<file path="config.mk">
export PLATFORM = sky130hd
export DESIGN_NAME = i2c_target_regfile
export DESIGN_NICKNAME = d
export VERILOG_FILES = /design/src/rtl/i2c_target_regfile.sv
export SDC_FILE = /design/constraint.sdc
export NUM_CORES = 1
export LEC_CHECK = 0
export ABC_AREA = 1
export CORE_ASPECT_RATIO = 1.75
export CORE_UTILIZATION = 25
export DETAILED_ROUTE_END_ITERATION = 7
export SLEW_MARGIN = 30
export SYNTH_ARGS = -nofsm -noshare
export SYNTH_HDL_FRONTEND = slang
export SYNTH_SLANG_ARGS = --single-unit
</file>
<file path="constraint.sdc">
create_clock -name clk -period 4.25 [get_ports clk]
set_input_delay 0.85 -clock clk [delete_from_list [all_inputs] [get_ports clk]]
set_output_delay 0.85 -clock clk [all_outputs]
set_load 0.01 [all_outputs]
</file>
<file path="src/rtl/i2c_target_regfile.sv">
// I2C target with a small byte-addressed register file. Both bus lines are
// oversampled on clk; writes auto-increment the pointer, reads stream from it.
module i2c_target_regfile #(
  parameter logic [6:0]  TARGET_ADDR = 7'h50,
  parameter int unsigned MEM_DEPTH   = 16,
  parameter int unsigned PTR_W       = 4
) (
  input  logic             clk,
  input  logic             rst,
  input  logic             scl_i,
  input  logic             sda_i,
  output logic             sda_oen,
  output logic             busy,
  output logic             wr_valid,
  output logic [PTR_W-1:0] wr_addr,
  output logic [7:0]       wr_data,
  input  logic [PTR_W-1:0] loc_addr,
  output logic [7:0]       loc_data
);

  localparam int unsigned BYTE_W = 8;
  localparam int unsigned CNT_W  = 3;

  typedef enum logic [3:0] {
    S_IDLE,
    S_ADDR,
    S_ADDR_ACK,
    S_PTR,
    S_PTR_ACK,
    S_WDATA,
    S_WDATA_ACK,
    S_RDATA,
    S_RDATA_ACK,
    S_WAIT_STOP
  } state_e;

  logic scl_ff1_q, scl_ff2_q, scl_hist_q;
  logic sda_ff1_q, sda_ff2_q, sda_hist_q;

  state_e             state_q, state_d;
  logic [CNT_W-1:0]   bit_cnt_q, bit_cnt_d;
  logic [BYTE_W-2:0]  shift_q, shift_d;
  logic [BYTE_W-2:0]  rd_byte_q, rd_byte_d;
  logic [PTR_W-1:0]   ptr_q, ptr_d;
  logic               rw_q, rw_d;
  logic               phase_q, phase_d;
  logic               sda_oen_q, sda_oen_d;
  logic               busy_q, busy_d;
  logic               wr_valid_q, wr_valid_d;
  logic [PTR_W-1:0]   wr_addr_q, wr_addr_d;
  logic [BYTE_W-1:0]  wr_data_q, wr_data_d;
  logic [BYTE_W-1:0]  mem_q [MEM_DEPTH];

  logic               scl_rise_c, scl_fall_c, sda_rise_c, sda_fall_c;
  logic               start_c, stop_c, mem_we_c;
  logic [BYTE_W-1:0]  byte_c, rd_word_c;

  // Two-flop synchronizers plus a history flop; idle bus level is high.
  always_ff @(posedge clk) begin
    if (rst) begin
      scl_ff1_q  <= 1'b1;
      scl_ff2_q  <= 1'b1;
      scl_hist_q <= 1'b1;
      sda_ff1_q  <= 1'b1;
      sda_ff2_q  <= 1'b1;
      sda_hist_q <= 1'b1;
    end else begin
      scl_ff1_q  <= scl_i;
      scl_ff2_q  <= scl_ff1_q;
      scl_hist_q <= scl_ff2_q;
      sda_ff1_q  <= sda_i;
      sda_ff2_q  <= sda_ff1_q;
      sda_hist_q <= sda_ff2_q;
    end
  end

  assign scl_rise_c = scl_ff2_q & ~scl_hist_q;
  assign scl_fall_c = ~scl_ff2_q & scl_hist_q;
  assign sda_rise_c = sda_ff2_q & ~sda_hist_q;
  assign sda_fall_c = ~sda_ff2_q & sda_hist_q;
  assign start_c    = sda_fall_c & scl_ff2_q & scl_hist_q;
  assign stop_c     = sda_rise_c & scl_ff2_q & scl_hist_q;
  assign byte_c     = {shift_q, sda_ff2_q};
  assign rd_word_c  = mem_q[ptr_q];

  always_ff @(posedge clk) begin
    if (rst) begin
      state_q    <= S_IDLE;
      bit_cnt_q  <= '0;
      shift_q    <= '0;
      rd_byte_q  <= '0;
      ptr_q      <= '0;
      rw_q       <= 1'b0;
      phase_q    <= 1'b0;
      sda_oen_q  <= 1'b1;
      busy_q     <= 1'b0;
      wr_valid_q <= 1'b0;
      wr_addr_q  <= '0;
      wr_data_q  <= '0;
    end else begin
      state_q    <= state_d;
      bit_cnt_q  <= bit_cnt_d;
      shift_q    <= shift_d;
      rd_byte_q  <= rd_byte_d;
      ptr_q      <= ptr_d;
      rw_q       <= rw_d;
      phase_q    <= phase_d;
      sda_oen_q  <= sda_oen_d;
      busy_q     <= busy_d;
      wr_valid_q <= wr_valid_d;
      wr_addr_q  <= wr_addr_d;
      wr_data_q  <= wr_data_d;
    end
  end

  always_ff @(posedge clk) begin
    if (rst) begin
      for (int i = 0; i < MEM_DEPTH; i++) mem_q[i] <= '0;
    end else if (mem_we_c) begin
      mem_q[ptr_q] <= byte_c;
    end
  end

  // Next-state logic; START/STOP override whatever byte is in progress.
  always_comb begin
    state_d    = state_q;
    bit_cnt_d  = bit_cnt_q;
    shift_d    = shift_q;
    rd_byte_d  = rd_byte_q;
    ptr_d      = ptr_q;
    rw_d       = rw_q;
    phase_d    = phase_q;
    sda_oen_d  = sda_oen_q;
    busy_d     = busy_q;
    wr_valid_d = 1'b0;
    wr_addr_d  = wr_addr_q;
    wr_data_d  = wr_data_q;
    mem_we_c   = 1'b0;

    if (stop_c) begin
      state_d   = S_IDLE;
      busy_d    = 1'b0;
      sda_oen_d = 1'b1;
      phase_d   = 1'b0;
      bit_cnt_d = '0;
    end else if (start_c) begin
      state_d   = S_ADDR;
      sda_oen_d = 1'b1;
      phase_d   = 1'b0;
      bit_cnt_d = '0;
    end else begin
      case (state_q)
        S_IDLE: begin
          sda_oen_d = 1'b1;
        end

        S_ADDR: begin
          if (scl_rise_c) begin
            shift_d   = byte_c[BYTE_W-2:0];
            bit_cnt_d = bit_cnt_q + CNT_W'(1);
            if (bit_cnt_q == CNT_W'(7)) begin
              bit_cnt_d = '0;
              if (byte_c[7:1] == TARGET_ADDR) begin
                state_d = S_ADDR_ACK;
                busy_d  = 1'b1;
                rw_d    = byte_c[0];
              end else begin
                state_d = S_WAIT_STOP;
              end
            end
          end
        end

        S_PTR: begin
          if (scl_rise_c) begin
            shift_d   = byte_c[BYTE_W-2:0];
            bit_cnt_d = bit_cnt_q + CNT_W'(1);
            if (bit_cnt_q == CNT_W'(7)) begin
              bit_cnt_d = '0;
              ptr_d     = byte_c[PTR_W-1:0];
              state_d   = S_PTR_ACK;
            end
          end
        end

        S_WDATA: begin
          if (scl_rise_c) begin
            shift_d   = byte_c[BYTE_W-2:0];
            bit_cnt_d = bit_cnt_q + CNT_W'(1);
            if (bit_cnt_q == CNT_W'(7)) begin
              bit_cnt_d  = '0;
              mem_we_c   = 1'b1;
              wr_valid_d = 1'b1;
              wr_addr_d  = ptr_q;
              wr_data_d  = byte_c;
              ptr_d      = ptr_q + PTR_W'(1);
              state_d    = S_WDATA_ACK;
            end
          end
        end

        // Phase 0 waits for the fall that starts the ACK slot, phase 1 for the one that ends it.
        S_ADDR_ACK, S_PTR_ACK, S_WDATA_ACK: begin
          if (scl_fall_c) begin
            if (!phase_q) begin
              sda_oen_d = 1'b0;
              phase_d   = 1'b1;
            end else begin
              phase_d   = 1'b0;
              sda_oen_d = 1'b1;
              bit_cnt_d = '0;
              if (state_q == S_ADDR_ACK && rw_q) begin
                state_d   = S_RDATA;
                rd_byte_d = rd_word_c[BYTE_W-2:0];
                sda_oen_d = rd_word_c[BYTE_W-1];
              end else if (state_q == S_ADDR_ACK) begin
                state_d = S_PTR;
              end else begin
                state_d = S_WDATA;
              end
            end
          end
        end

        // Remaining bits of the latched byte are shifted out on each SCL fall.
        S_RDATA: begin
          if (scl_fall_c) begin
            if (bit_cnt_q == CNT_W'(7)) begin
              sda_oen_d = 1'b1;
              bit_cnt_d = '0;
              phase_d   = 1'b0;
              state_d   = S_RDATA_ACK;
            end else begin
              sda_oen_d = rd_byte_q[BYTE_W-2];
              rd_byte_d = {rd_byte_q[BYTE_W-3:0], 1'b0};
              bit_cnt_d = bit_cnt_q + CNT_W'(1);
            end
          end
        end

        S_RDATA_ACK: begin
          if (!phase_q) begin
            if (scl_rise_c) begin
              ptr_d = ptr_q + PTR_W'(1);
              if (sda_ff2_q) begin
                state_d = S_WAIT_STOP;
              end else begin
                phase_d = 1'b1;
              end
            end
          end else if (scl_fall_c) begin
            phase_d   = 1'b0;
            bit_cnt_d = '0;
            rd_byte_d = rd_word_c[BYTE_W-2:0];
            sda_oen_d = rd_word_c[BYTE_W-1];
            state_d   = S_RDATA;
          end
        end

        S_WAIT_STOP: begin
          sda_oen_d = 1'b1;
        end

        default: begin
          state_d   = S_IDLE;
          sda_oen_d = 1'b1;
        end
      endcase
    end
  end

  assign sda_oen  = sda_oen_q;
  assign busy     = busy_q;
  assign wr_valid = wr_valid_q;
  assign wr_addr  = wr_addr_q;
  assign wr_data  = wr_data_q;
  assign loc_data = mem_q[loc_addr];

endmodule

</file>
==> impl_metrics.toml, run 1 <==
[drt]
drt-initial-drc-count = 779
wirelength_met1_um = 11300
routed.top_layer = "met4"
drt-wirelength-per-cell_um = 18.6
drt_pass1_iterations = 5
finalWirelength_um = 31500
wl_met2_um = 16400
wl_met3_um = 1430
route.vias.total = 8475
drc = 0
antenna_left = 0
via_per_inst = 5.00

[worst_hold_path]
min_to = "scl_ff2_q$_SDFF_PP1_"
hold_path_depth = 1
hp-class = "register to register"
holdCritStartpoint = "scl_ff1_q$_SDFF_PP1_"

[sta]
period_needed_ns = 3.71
fin_crit_sh_pct = 87.3
slew_viol_final = 0
slew_headroom_pct = 34.6
rsz0062_at_grt = "no"
finClkSkew_ns = 0.0108
hold_viol = 0
finalSetupViolCount = 0
fin_tns_setup_ns = 0
finalWorstSetupSlack_ns = 0.542
fmax_mhz = 270
worst_pin_slew_ns = 0.976

[final_layout]
final_common_cell = "nor2_1"
final_core_util_pct = 29.0
drive_gt1_share_pct = 7.41
multi_input_area_mm2 = 0.00395
final_cell_area_mm2 = 0.0109
fin_nets = 1217
area_delta_synth_final_pct = 13.9
mostFrequentLayoutCells = "208 x nor2_1, 189 x nand2_1, 128 x edfxtp_1, 121 x o21ai_0, 114 x a21oi_1"
nFillCells = 4063
final_cell_count_no_fill = 1695
seqCellArea_mm2 = 0.00489
num_antenna_cells = 0

[floorplanning]
fp-row-count = 94
die_area_mm2 = 0.0391
die_h_um = 261
die_x_um = 150
core_area_mm2 = 0.0376
io-pin-count = 31
initial_core_util_pct = 25.4

[placed_design]
placed_area_mm2 = 0.0103
dp_worst_setup_slack_ns = 0.587
dp.final_hpwl_um = 22300
gp_congestion = 0.952
place.port_buffers = 30
dp_cells = 1663

[worst_setup_path]
r2r-end = "mem_q[6][2]$_SDFFCE_PN0P_"
critPathMaxFanout = 38
required_ns = 3.40
reg2reg_slack_ns = 1.48
crit_path_start_kind = "input pin"
cp_slowest_stage_delay_ns = 0.55
crit_top_cell = "nand2_1"
end_kind = "output pin"
crit_type = "input pin to output pin"
worst_r2r_startpoint = "bit_cnt_q[0]$_SDFFE_PP0P_"
cp_slowest_cell = "buf_2"
cp.arrival_ns = 2.86
r2r_cells = 11
path_cells = "buf_2 -> buf_4 -> a21oi_1 -> o21ai_0 -> nand2_1 -> o221ai_1 -> nand2_1 -> clkdlybuf4s50_1"

[power]
max-vdd-ir-drop_mv = 0.273
cellLeakagePower_nw = 4.05
p_per_area_mw_per_mm2 = 477

[run_status]
outcome = "completed"

[synthesis]
synth_seq_cells = 180
yosysWarnings = 0
avgSynthCellArea_um2 = 7.93
ys_seq_area_share_pct = 51.0
synth.area.top_cells = "edfxtp_1 40%, dfxtp_1 11%, nor2_1 8.2%"
yosysTopAreaCellShare_pct = 40.2
netlist_instances = 1207
syn_nets = 1222
synth_top_cell_by_area = "edfxtp_1"
ys_types = 27
syn_area_mm2 = 0.00957

[clock_tree]
clkSinkCount = 180
ctsHoldBuffers = 0
cts_setup_buffers = 0
clock-root-buffer = "clkbuf_16"
cts_tree = "yes"
cts_made_buffers = 17
clk_latency_ns = 0.46
clk_pin_slew_ns = 0.07
post_cts_resized = 0
htree_num_levels = 4
cts_max_path_buffers = 2

[grt]
grt_max_degree = 61
grt-ovfl-total = 0
grt_pass1_wl_um = 48000
grt_util_all_layers_pct = 16.8
grt_pass1_vias = 8215
antenna_found_initial = 0

[run]
drv_cap = 0
==> worst max path at each step <==
stage	from	end
floorplan	loc_addr[0]	loc_data[3]
global placement	loc_addr[1]	loc_data[7]
detailed placement	loc_addr[1]	loc_data[2]
CTS	loc_addr[1]	loc_data[2]
global route	loc_addr[1]	loc_data[0]
finish	loc_addr[1]	loc_data[7]
==> flip-flops by register name, summed over array words and instances, names as in the netlist, 3 cells and up, named ones only <==
register   cells
state_q        4
wr_data        8
mem_q        128
wr_addr        4
ptr_q          4
rd_byte_q      7
shift_q        7
bit_cnt_q      3
==> Yosys cell counts <==
cell / instances
dfxtp_1: 52
a211oi_1: 1
buf_1: 8
ha_1: 7
nor2_4: 5
buf_2: 5
nor2_2: 4
or2_2: 4
o211ai_1: 44
nor3_2: 2
buf_4: 1
nor3_1: 4
inv_1: 111
a21oi_1: 114
clkbuf_1: 58
nor2_1: 208
nand3b_1: 1
nand2_1: 189
inv_2: 6
o21ai_0: 121
edfxtp_1: 128
nand4_1: 8
nand2_2: 17
o221ai_1: 7
clkinv_1: 5
nand3_1: 96
o22ai_1: 1
==> cell families after synthesis <==
family | share of synthesized area [%]
AND/OR/NAND/NOR | 23.8
flip-flops | 51.0
adder cells (fa/ha/maj) | 0.915
buffers and inverters | 7.71
AO/OA/AOI/OAI | 16.5
==> layout make-up <==
type                       count  area share (%)
clock buffer                  17            3.90
clock inverter                15            1.29
inverter                     122            4.20
multi-input combinational    833            36.2
sequential                   180            44.8
tap                          480            5.51
timing repair buffer          48            4.04
==> power by group <==
group	internal (W)	switching [W]	leakage (nW)
Sequential	0.00199	0.000169	1.74
Combinational	0.000433	0.00105	2.04
Clock	0.000775	0.000790	0.269
Total	0.00320	0.00200	4.05
==> worst max-delay path, delay by kind of cell <==
kind	cells	cell delay, ns
buffers and inverters	3	1.38
AOI/OAI and AO/OA	3	0.38
and+or+nand+nor	2	0.21
==> per-layer routing <==
layer | vias to the layer above | global-route usage (%)
met5 | - | 0
met4 | 0 | 13.1
li1 | 4049 | -
met3 | 112 | 2.38
met1 | 3970 | 17.6
met2 | 344 | 29.8
==> stage by stage <==
stage	power (W)	hold slack, ns
2_1_floorplan	0.00315	0.389
3_3_place_gp	0.00364	0.394
3_5_place_dp	0.00366	0.392
4_1_cts	0.00521	0.409
5_1_grt	0.00547	0.426
6_report	0.00520	0.409
Power figures use the tool's default switching activity.
==> run 2: changes to the inputs <==
==> constraint.sdc (replaced) <==
create_clock -name clk -period 4.25 [get_ports clk]
set_input_delay 0.85 -clock clk [delete_from_list [all_inputs] [get_ports clk]]
set_output_delay 0.85 -clock clk [all_outputs]
set_load 0.1 [all_outputs]
==> impl_metrics.toml, run 2 (synthesis results as in run 1) <==
[run_status]
outcome = "completed"

[sta]
fin_crit_sh_pct = 81.7
finalSetupViolCount = 0
rsz0062_at_grt = "no"
finClkSkew_ns = 0.0114
worst_pin_slew_ns = 1.01
slew_viol_final = 0
holdWs_ns = 0.420
period_needed_ns = 3.47
fmax_mhz = 288
fin_tns_setup_ns = 0
slew_headroom_pct = 32.3
hold_viol = 0

[grt]
grt_util_all_layers_pct = 16.6
grt_pass1_vias = 8171
grt_max_degree = 86
antenna_found_initial = 0
grt-ovfl-total = 0
grt_pass1_wl_um = 47200

[clock_tree]
clk_latency_ns = 0.46
clk_pin_slew_ns = 0.07
cts_tree = "yes"
clock-root-buffer = "clkbuf_16"
ctsHoldBuffers = 0
htree_num_levels = 4
cts_made_buffers = 17
post_cts_resized = 0
cts_max_path_buffers = 2
clkSinkCount = 180
cts_setup_buffers = 0

[placed_design]
dp.final_hpwl_um = 22200
place.port_buffers = 30
gp_congestion = 0.966
placed_area_mm2 = 0.0104

[worst_setup_path]
crit_path_start_kind = "input pin"
end_kind = "output pin"
critPathTopFamily = "buffers and inverters"
path_cells = "buf_4 -> buf_4 -> a21oi_1 -> o21ai_0 -> nand2_1 -> o221ai_1 -> nand2_1 -> buf_12"
crit_buf_inv = 3
critPathMaxFanout = 79
crit_type = "input pin to output pin"
required_ns = 3.40
cp_slowest_cell = "buf_4"
cp.arrival_ns = 2.62
cp_slowest_stage_delay_ns = 0.56
crit_cells = 8
r2r_cells = 11

[final_layout]
fin_nets = 1213
multi_input_area_mm2 = 0.00395
area_delta_synth_final_pct = 15.0
final_common_cell = "nor2_1"
drive_gt1_share_pct = 7.84
mostFrequentLayoutCells = "208 x nor2_1, 189 x nand2_1, 128 x edfxtp_1, 120 x o21ai_0, 114 x a21oi_1"
largest_register = "mem_q"
seqCellArea_mm2 = 0.00489
final_cell_area_mm2 = 0.0110
nFillCells = 3987
largest_reg_flops = 128
num_antenna_cells = 0

[drt]
finalWirelength_um = 31500
drt-wirelength-per-cell_um = 18.6
drc = 0
drt-initial-drc-count = 748
antenna_left = 0
wl_met3_um = 1510
wirelength_met1_um = 11100
route.vias.total = 8393
routed.top_layer = "met4"
drt_pass1_iterations = 7
via_per_inst = 4.96
wl_met2_um = 16200

[power]
internal_power_w = 0.00334
max-vdd-ir-drop_mv = 0.297
cellLeakagePower_nw = 4.10
p_per_area_mw_per_mm2 = 491
p_switching_w = 0.00208
pwr-share-clk_pct = 30.7
p_sw_share_pct = 38.4
p_seq_share_pct = 39.9
combPwrFrac_pct = 29.4

[floorplanning]
die_h_um = 261
die_x_um = 150
initial_core_util_pct = 25.4
die_area_mm2 = 0.0391
core_area_mm2 = 0.0376
fp-row-count = 94
io-pin-count = 31

[worst_hold_path]
hp-class = "register to register"
hold_path_depth = 1

[run]
drv_cap = 0
## run 2: layout make-up
class | count | area share, %
clock buffers | 17 | 3.86
flip-flops and latches | 180 | 44.4
multi-input cells | 833 | 35.9
repair buffers | 44 | 4.57
inverters | 122 | 4.16
well taps | 480 | 5.45
clock inverters | 15 | 1.68
## run 2: final timing paths
path	from	end	slack (ns)
max	loc_addr[0]	loc_data[0]	0.78
min	scl_ff1_q$_SDFF_PP1_	scl_ff2_q$_SDFF_PP1_	0.42
max reg2reg	bit_cnt_q[0]$_SDFFE_PP0P_	mem_q[0][2]$_SDFFCE_PN0P_	1.45
min reg2reg	scl_ff1_q$_SDFF_PP1_	scl_ff2_q$_SDFF_PP1_	0.42
## run 2: through the flow
step	total power (W)	util, %	cells	setup slack [ns]
CTS	0.00541	29.3	1691	0.819
global route	0.00567	29.3	1691	0.697
detailed placement	0.00376	27.6	1659	0.821
finish	0.00541	29.3	1691	0.778
floorplan	0.00323	-	1207	0.342
global placement	0.00375	27.6	1659	0.783
## run 2: power by group through the flow
stage,combinational [W],sequential (W),clock (W)
6_report,0.00159,0.00216,0.00166
3_5_place_dp,0.00157,0.00219,0
4_1_cts,0.00157,0.00215,0.00169
3_3_place_gp,0.00156,0.00219,0
2_1_floorplan,0.00113,0.00210,0
5_1_grt,0.00175,0.00217,0.00175
## run 2: routing by layer
metal,vias to the layer above,track usage (%)
li1,4050,-
met1,3921,16.7
met2,308,29.6
met3,114,2.34
met4,0,14.5
met5,-,0
## run 2: worst reg2reg max path: stages, from the launching register on
cell,delay [ns]
dfxtp_1,0.35
ha_1,0.19
ha_1,0.22
inv_1,0.11
nor3_2,0.17
buf_4,0.24
inv_2,0.06
nor2_2,0.11
inv_2,0.12
nor2_4,0.24
nand2_2,0.21
nand2_1,0.42
